$ cat src/rtl/regfile_param.sv
// Two-read/one-write register file with per-entry valid bits and a DEPTH-cycle
// synchronous clear sweep; optional same-cycle write bypass and hardwired-zero entry 0.
module regfile_param #(
   parameter int WIDTH    = 8,
   parameter int DEPTH    = 8,
   parameter int BYPASS   = 0,
   parameter int ZERO_REG = 0,
   localparam int AW      = $clog2(DEPTH)
) (
   input  logic             clk,
   input  logic             clr_n,
   input  logic             en,
   input  logic [AW-1:0]    wsel,
   input  logic [WIDTH-1:0] d,
   input  logic [AW-1:0]    rsel_a,
   input  logic [AW-1:0]    rsel_b,
   output logic [WIDTH-1:0] qa,
   output logic [WIDTH-1:0] qb,
   output logic             va,
   output logic             vb,
   input  logic             init,
   output logic             busy
);

   typedef enum logic {IDLE, SWEEP} state_t;

   state_t                        state_q, state_d;
   logic [AW-1:0]                 ptr_q, ptr_d;
   logic                          busy_q, busy_d;
   logic [DEPTH-1:0][WIDTH-1:0]   mem_q, mem_d;
   logic [DEPTH-1:0]              vld_q, vld_d;
   logic                          wr_commit;

   // A write only commits in IDLE without a competing init; bypass uses the same
   // qualifier so forwarded data always matches what lands in storage.
   assign wr_commit = clr_n && en && !init && (state_q == IDLE) &&
                      !((ZERO_REG != 0) && (wsel == '0));

   always_comb begin
      state_d = state_q;
      ptr_d   = ptr_q;
      mem_d   = mem_q;
      vld_d   = vld_q;
      case (state_q)
         IDLE: begin
            if (init) begin
               state_d = SWEEP;
               ptr_d   = '0;
            end else if (wr_commit) begin
               mem_d[wsel] = d;
               vld_d[wsel] = 1'b1;
            end
         end
         SWEEP: begin
            mem_d[ptr_q] = '0;
            vld_d[ptr_q] = 1'b0;
            if (ptr_q == AW'(DEPTH - 1)) begin
               state_d = IDLE;
            end else begin
               ptr_d = ptr_q + AW'(1);
            end
         end
         default: state_d = IDLE;
      endcase
      busy_d = (state_d == SWEEP);
   end

   always_ff @(posedge clk or negedge clr_n) begin
      if (!clr_n) begin
         state_q <= IDLE;
         ptr_q   <= '0;
         busy_q  <= 1'b0;
         mem_q   <= '0;
         vld_q   <= '0;
      end else begin
         state_q <= state_d;
         ptr_q   <= ptr_d;
         busy_q  <= busy_d;
         mem_q   <= mem_d;
         vld_q   <= vld_d;
      end
   end

   assign busy = busy_q;

   // Returns {valid, data} for one read port.
   function automatic logic [WIDTH:0] rd_port(input logic [AW-1:0] sel);
      if ((ZERO_REG != 0) && (sel == '0))
         return {1'b1, {WIDTH{1'b0}}};
      else if ((BYPASS != 0) && wr_commit && (sel == wsel))
         return {1'b1, d};
      else
         return {vld_q[sel], mem_q[sel]};
   endfunction

   always_comb begin
      {va, qa} = rd_port(rsel_a);
      {vb, qb} = rd_port(rsel_b);
   end

endmodule

$ cat config.mk
export PLATFORM = sky130hd
export DESIGN_NAME = regfile_param
export DESIGN_NICKNAME = d
export VERILOG_FILES = /design/src/rtl/regfile_param.sv
export SDC_FILE = /design/constraint.sdc
export NUM_CORES = 1
export LEC_CHECK = 0
export ABC_AREA = 1
export CORE_AREA = 2 2 92 94
export CTS_CLUSTER_SIZE = 10
export DETAILED_ROUTE_END_ITERATION = 12
export DIE_AREA = 0 0 94 96
export PLACE_DENSITY = 0.92
export REMOVE_ABC_BUFFERS = 1
export SYNTH_ARGS = -nofsm -noshare
export SYNTH_HDL_FRONTEND = slang
export SYNTH_SLANG_ARGS = --single-unit
$ cat constraint.sdc
create_clock -name clk -period 4.3 [get_ports clk]
set_clock_uncertainty 0.1 [all_clocks]
set_input_delay 0.43 -clock clk [delete_from_list [all_inputs] [get_ports clk]]
set_output_delay 0.43 -clock clk [all_outputs]
set_load 0.02 [all_outputs]
==> flow_summary_export.csv, run 1 <==
group,metric,value,unit
cells_and_area,final_common_cell,"nand2_1",
cells_and_area,syn_to_final_growth,12.6,%
power,p_leak,3.15,nW
hold_path,hold_path.class,"in2async",
worst_setup_path,arrival,2.78,ns
worst_setup_path,cpMostUsedCell,"nand2_1",
timing,worst_pin_slew,0.967,ns
clock_tree,clock_sinks,76,
placed_design,dpl_worst_slack,1.04,ns
drt,drc_errors,0,
global_routing,grt_max_degree,77,
worst_setup_path,end_kind,"output port",
job,maxCapViolations,0,
timing,finalCritPeriodShare,77.0,%
cells_and_area,fin_util,68.6,%
cells_and_area,fin_cells,899,
clock_tree,path_clk_slew,0.08,ns
clock_tree,cts_tree,"done",
power,total_power,2.30,mW
worst_setup_path,crit_required,3.77,ns
clock_tree,clk_path_buf_depth,2,
worst_setup_path,critPathSlowestCell,"clkinv_1",
placed_design,routabilityCongestion,0.989,
timing,period_minus_slack,3.31,ns
placed_design,hpwl,10.8,mm
global_routing,grt_usage,36.1,%
worst_setup_path,crit_fanout,19,
global_routing,grt_first_pass_wirelength,24.8,mm
clock_tree,root_buffer,"clkbuf_8",
global_routing,grt_pass1_vias,4787,
floorplan,start_util,61.0,%
drt,dr.pass1.iters,6,
global_routing,antenna_found_initial,0,
clock_tree,cts_buffers,9,
logic_synthesis,synthCells,768,
floorplan,rows,33,
power,peakVddDrop,0.000426,V
logic_synthesis,avgSynthCellArea,6.39,um2
clock_tree,cts_resized,0,
timing,finalSetupViolations,0,
placed_design,dp_cells,883,
worst_setup_path,crit_type,"in2out",
power,p_per_area,416,mW/mm2
cells_and_area,drive_gt1_share,5.42,%
logic_synthesis,syn_area,0.00491,mm2
logic_synthesis,yosysWarnings,0,
timing,finalHoldViolations,0,
floorplan,core,0.00805,mm2
timing,tns,0,ns
status,status,"finished, final reports clean",
floorplan,die-area,0.00902,mm2
timing,relSlewSlack,35.5,%
cells_and_area,final_cell_mix,"351 x nand2_1, 146 x nand3_1, 83 x inv_1, 76 x dfrtp_1, 38 x clkdlybuf4s50_1",
clock_tree,cts_setup_buffers,0,
cells_and_area,antenna_cells,0,
worst_setup_path,crit_family,"buffers and inverters",
clock_tree,worstSkewPairLatency,0.36,ns
worst_setup_path,startpoint_type,"input port",
timing,finalMaxSlewViolations,0,
logic_synthesis,synth_top_cell_by_area,"dfrtp_1",
worst_setup_path,crit_buf_inv,4,
logic_synthesis,ys_types,21,
drt,route.vias.total,5369,
timing,worst_slack,0.990,ns
clock_tree,htree_num_levels,3,
placed_design,port_buffers,39,
drt,routed_via_density,5.97,
drt,ant_nets,0,
floorplan,die-width,94,um
cells_and_area,layout.nets,812,
logic_synthesis,ys_seq_area_share,38.7,%
floorplan,ios,40,
drt,drt-total-wl,15.5,mm
logic_synthesis,synth_area_leaders,"dfrtp_1 39%, nand2_1 27%, nand3_1 15%",
logic_synthesis,netlist.area_leader.share,38.7,%
worst_setup_path,max_stage_delay,0.56,ns
logic_synthesis,ys_ff_latch,76,
timing,rsz0062_at_grt,"false",
drt,routedWlPerCell,17.2,um
worst_setup_path,cp_cell_sequence,"clkdlybuf4s50_1 -> buf_4 -> clkinv_1 -> nand3_1 -> nand2_1 -> nand2_1 -> nand2_1 -> clkdlybuf4s50_1",
timing,fmax,302,MHz
global_routing,grt-ovfl-total,0,
floorplan,die_y,96,um
clock_tree,cts_hold_buf,0,
drt,drt_iter0_drc,798,
-- synth_stat cells (all sizes together) --
cell type	n
nand2	352
nand3	153
inv	84
dfrtp	76
nand4	32
clkbuf	21
buf	19
nor2	15
clkinv	6
o21ai	3
a21boi	2
a21oi	2
ha	2
nor3	1
-- registers in the layout, indices dropped and copies added (netlist names) --
| register | cells |
|---|---|
| busy | 1 |
| ptr_q | 3 |
| vld_q | 8 |
| mem_q | 64 |
-- where the power goes --
group / internal [mW] / switching [mW] / total [mW]
clock: 0.286 / 0.282 / 0.568
sequential: 0.845 / 0.106 / 0.951
combinational: 0.244 / 0.539 / 0.783
-- cell type report --
cell class,count,area (um2)
Tap cell,105,131
Multi-Input combinational cell,562,2480
Timing Repair Buffer,50,470
Clock inverter,5,60.1
Inverter,90,338
Sequential cell,76,1900
Clock buffer,11,141
Fill cell,722,2520
-- worst reg2reg max path, stage by stage, from the launching register on --
cell     delay, ns
dfrtp_1       0.56
inv_2         0.24
nor2_1        0.30
nand2_1       0.31
nand3_1       0.19
nand2_1       0.08
-- final timing paths --
check                                           from               endpoint  slack [ns]  cells after the start
worst max-delay path                       rsel_b[1]                  qb[4]        0.99                      8
worst min register to register  vld_q[5]$_DFFE_PN0P_   vld_q[5]$_DFFE_PN0P_        0.40                      2
max in group asynchronous                      clr_n  mem_q[55]$_DFFE_PN0P_        3.25                      2
min in group clk                vld_q[5]$_DFFE_PN0P_   vld_q[5]$_DFFE_PN0P_        0.40                      2
worst max register to register        busy$_DFF_PN0_  mem_q[16]$_DFFE_PN0P_        2.42                      5
worst min-delay path                           clr_n  mem_q[13]$_DFFE_PN0P_        0.23                      2
-- per-stage QoR --
step | cell area, um2 | hold WS (ns)
2_1_floorplan | 4720 | 0.0344
3_3_place_gp | 5330 | 0.368
3_5_place_dp | 5330 | 0.382
4_1_cts | 5530 | 0.281
5_1_grt | 5530 | 0.307
6_report | 5530 | 0.233
-- cell families (layout without fill, tap and decap cells) --
logic type / count (synthesis) / count (layout) / share of synthesized area, %
simple gates: 553 / 553 / 49.1
buf+inv: 130 / 156 / 10.8
flops: 76 / 76 / 38.7
compound gates: 7 / 7 / 0.816
fa+ha+maj: 2 / 2 / 0.510
-- per-layer routing --
metal	vias to the layer above	share of wire [%]	wire [um]	GRT usage [%]
met3	56	11	1760	8.54
li1	2462	-	-	-
met1	2483	40	6160	49.8
met2	368	45	6940	56.1
met5	-	0	0	0
met4	0	3.8	594	12.7
No activity file was read; power rests on OpenSTA's default activity.
==> run 2: changes to the inputs <==
CORE_AREA = 2 2 100 102   (was 2 2 92 94)
DIE_AREA = 0 0 102 104   (was 0 0 94 96)
PLACE_DENSITY = 0.84   (was 0.92)
clock period = 2.9 ns   (was 4.3 ns; I/O delays follow)
==> run 2 against run 1 <==
  * Critical path depth shrank 1
  * Hold slack gained 0.011 ns
  * Final cell count grew 3.6%
  * Via count shrank 3.1%
  * Routed wire length shrank 2.6%
  * Sequential share of layout area shrank 0.44 points
  * Die area grew 18%
  * Non-clock buffer count grew 4
  * Sequential power grew 46%
  * Register-to-register slack lost 1.4 ns
  * First-iteration DRC count shrank 37%
  * Critical endpoint unchanged
  * Highest routed layer unchanged
==> flow_summary_export.csv, run 2 (synthesis gave the netlist of run 1 again) <==
group,metric,value,unit
placed_design,hpwl,10.5,mm
timing,worst_pin_slew,0.731,ns
worst_setup_path,startpoint_type,"input port",
global_routing,grt_usage,29.2,%
cells_and_area,reg_top3,"mem_q: 64 flops, vld_q: 8 flops, ptr_q: 3 flops",
global_routing,antenna_found_initial,0,
clock_tree,worstSkewPairLatency,0.35,ns
worst_setup_path,r2r_slack,1.00,ns
worst_setup_path,worstReg2RegStart,"busy$_DFF_PN0_",
clock_tree,cts_tree,"done",
worst_setup_path,crit_type,"in2out",
status,status,"finished, final reports clean",
worst_setup_path,arrival,2.32,ns
power,total_power,3.39,mW
clock_tree,htree_num_levels,3,
power,peakVddDrop,0.000389,V
timing,rsz0062_at_grt,"false",
worst_setup_path,crit_fanout,18,
worst_setup_path,critPathSlowestCell,"clkdlybuf4s50_1",
timing,tns,0,ns
clock_tree,clock_sinks,76,
worst_setup_path,max_stage_delay,0.54,ns
cells_and_area,regMostFlops,"mem_q",
global_routing,grt_max_degree,58,
clock_tree,cts_resized,0,
timing,finalHoldViolations,0,
floorplan,die-area,0.0106,mm2
drt,drt-total-wl,15.1,mm
drt,ant_nets,0,
placed_design,routabilityCongestion,0.994,
timing,relSlewSlack,51.3,%
clock_tree,root_buffer,"clkbuf_8",
cells_and_area,final_common_cell,"nand2_1",
cells_and_area,syn_to_final_growth,14.0,%
floorplan,die-width,102,um
cells_and_area,largest_reg_flops,64,
job,maxCapViolations,0,
power,combinationalPowerShare,33.6,%
timing,finalSetupViolations,0,
drt,dr.pass1.iters,8,
placed_design,port_buffers,39,
worst_setup_path,rr_endpoint,"mem_q[23]$_DFFE_PN0P_",
floorplan,start_util,51.4,%
cells_and_area,layout.nets,816,
worst_setup_path,cp_cell_sequence,"clkdlybuf4s50_1 -> clkinv_1 -> nand3_1 -> nand2_1 -> nand2_1 -> nand2_1 -> clkdlybuf4s50_1",
drt,routed_via_density,5.59,
cells_and_area,drive_gt1_share,5.89,%
hold_path,hold_path.class,"in2async",
clock_tree,clk_path_buf_depth,2,
floorplan,core,0.00955,mm2
worst_setup_path,r2r_cells,5,
timing,period_minus_slack,2.71,ns
cells_and_area,antenna_cells,0,
clock_tree,path_clk_slew,0.09,ns
worst_setup_path,end_kind,"output port",
global_routing,grt_first_pass_wirelength,24.2,mm
clock_tree,cts_buffers,9,
timing,fmax,369,MHz
power,power_frac_clock,25.3,%
power,swShare,40.2,%
power,p_int,2.03,mW
worst_setup_path,crit_required,2.51,ns
drt,drc_errors,0,
drt,route.vias.total,5201,
floorplan,ios,40,
worst_setup_path,cpMostUsedCell,"nand2_1",
drt,drt_iter0_drc,506,
power,p_leak,3.17,nW
power,power_switching,1.36,mW
power,p_per_area,605,mW/mm2
global_routing,grt_pass1_vias,4722,
global_routing,grt-ovfl-total,0,
cells_and_area,final_cell_mix,"351 x nand2_1, 146 x nand3_1, 83 x inv_1, 76 x dfrtp_1, 38 x clkdlybuf4s50_1",
drt,routedWlPerCell,16.2,um
power,power.share.sequential,41.1,%
floorplan,rows,36,
timing,finalCritPeriodShare,93.4,%
timing,finalMaxSlewViolations,0,
floorplan,die_y,104,um
## run 2: cell types whose count changed in the layout (fill, tap and decap cells not counted), sizes merged
cell         delta
clkbuf          -2
dlygate4sd3     +1
buf             +3
inv             +2
## run 2: worst max-delay path by stage
stage,startpoint,end,slack [ns],cells after the start
global route,rsel_b[1],qb[0],0.03,7
finish,rsel_b[1],qb[4],0.19,7
detailed placement,rsel_b[1],qb[0],0.25,7
CTS,rsel_b[1],qb[0],0.24,7
global placement,rsel_b[1],qb[6],0.22,7
floorplan,clr_n,mem_q[0]$_DFFE_PN0P_,-0.12,6
## run 2: what timing repair did
action | in CTS | in global routing
buffers inserted | 0 | 0
endpoints found under the hold margin | 19 | 0
endpoints found under the setup margin | 0 | 0
hold buffers | 1 | 0
## run 2: per-layer routing
metal / part of all wire [%] / wire length, um / GRT usage [%]
met5: 0 / 0 / 0
met4: 3.3 / 495 / 9.62
met3: 9.3 / 1400 / 4.77
met2: 46 / 6970 / 46.2
met1: 41 / 6180 / 40.8
## run 2: power by group through the flow
stage	clock network (mW)	registers, mW	logic, mW
global placement	0	1.40	1.09
global route	0.922	1.42	1.27
CTS	0.868	1.39	1.12
detailed placement	0	1.41	1.11
finish	0.858	1.39	1.14
floorplan	0	1.38	0.714
## run 2: area by class of cell
type	instances	area, um2
tap	133	166
fill	951	3950
inverter	90	338
multi-input combinational	562	2480
clock inverter	7	81.3
sequential	76	1900
timing repair buffer	54	503
clock buffer	9	124
## run 2: per-stage QoR
stage	hold WS (ns)	cells	worst slack, ns	utilization [%]	cell area [um2]
after global placement	0.0896	914	0.218	56.4	5380
after CTS	0.259	931	0.236	58.6	5600
after detailed placement	0.0889	914	0.246	56.4	5380
after global routing	0.275	931	0.0281	58.6	5600
after floorplan	-0.106	728	-0.122	-	4720
final	0.244	931	0.191	58.6	5600
## run 2: critical path, delay by kind of cell
kind / cells / cell delay [ns]
buffers and inverters: 3 / 1.53
and+or+nand+nor: 4 / 0.50
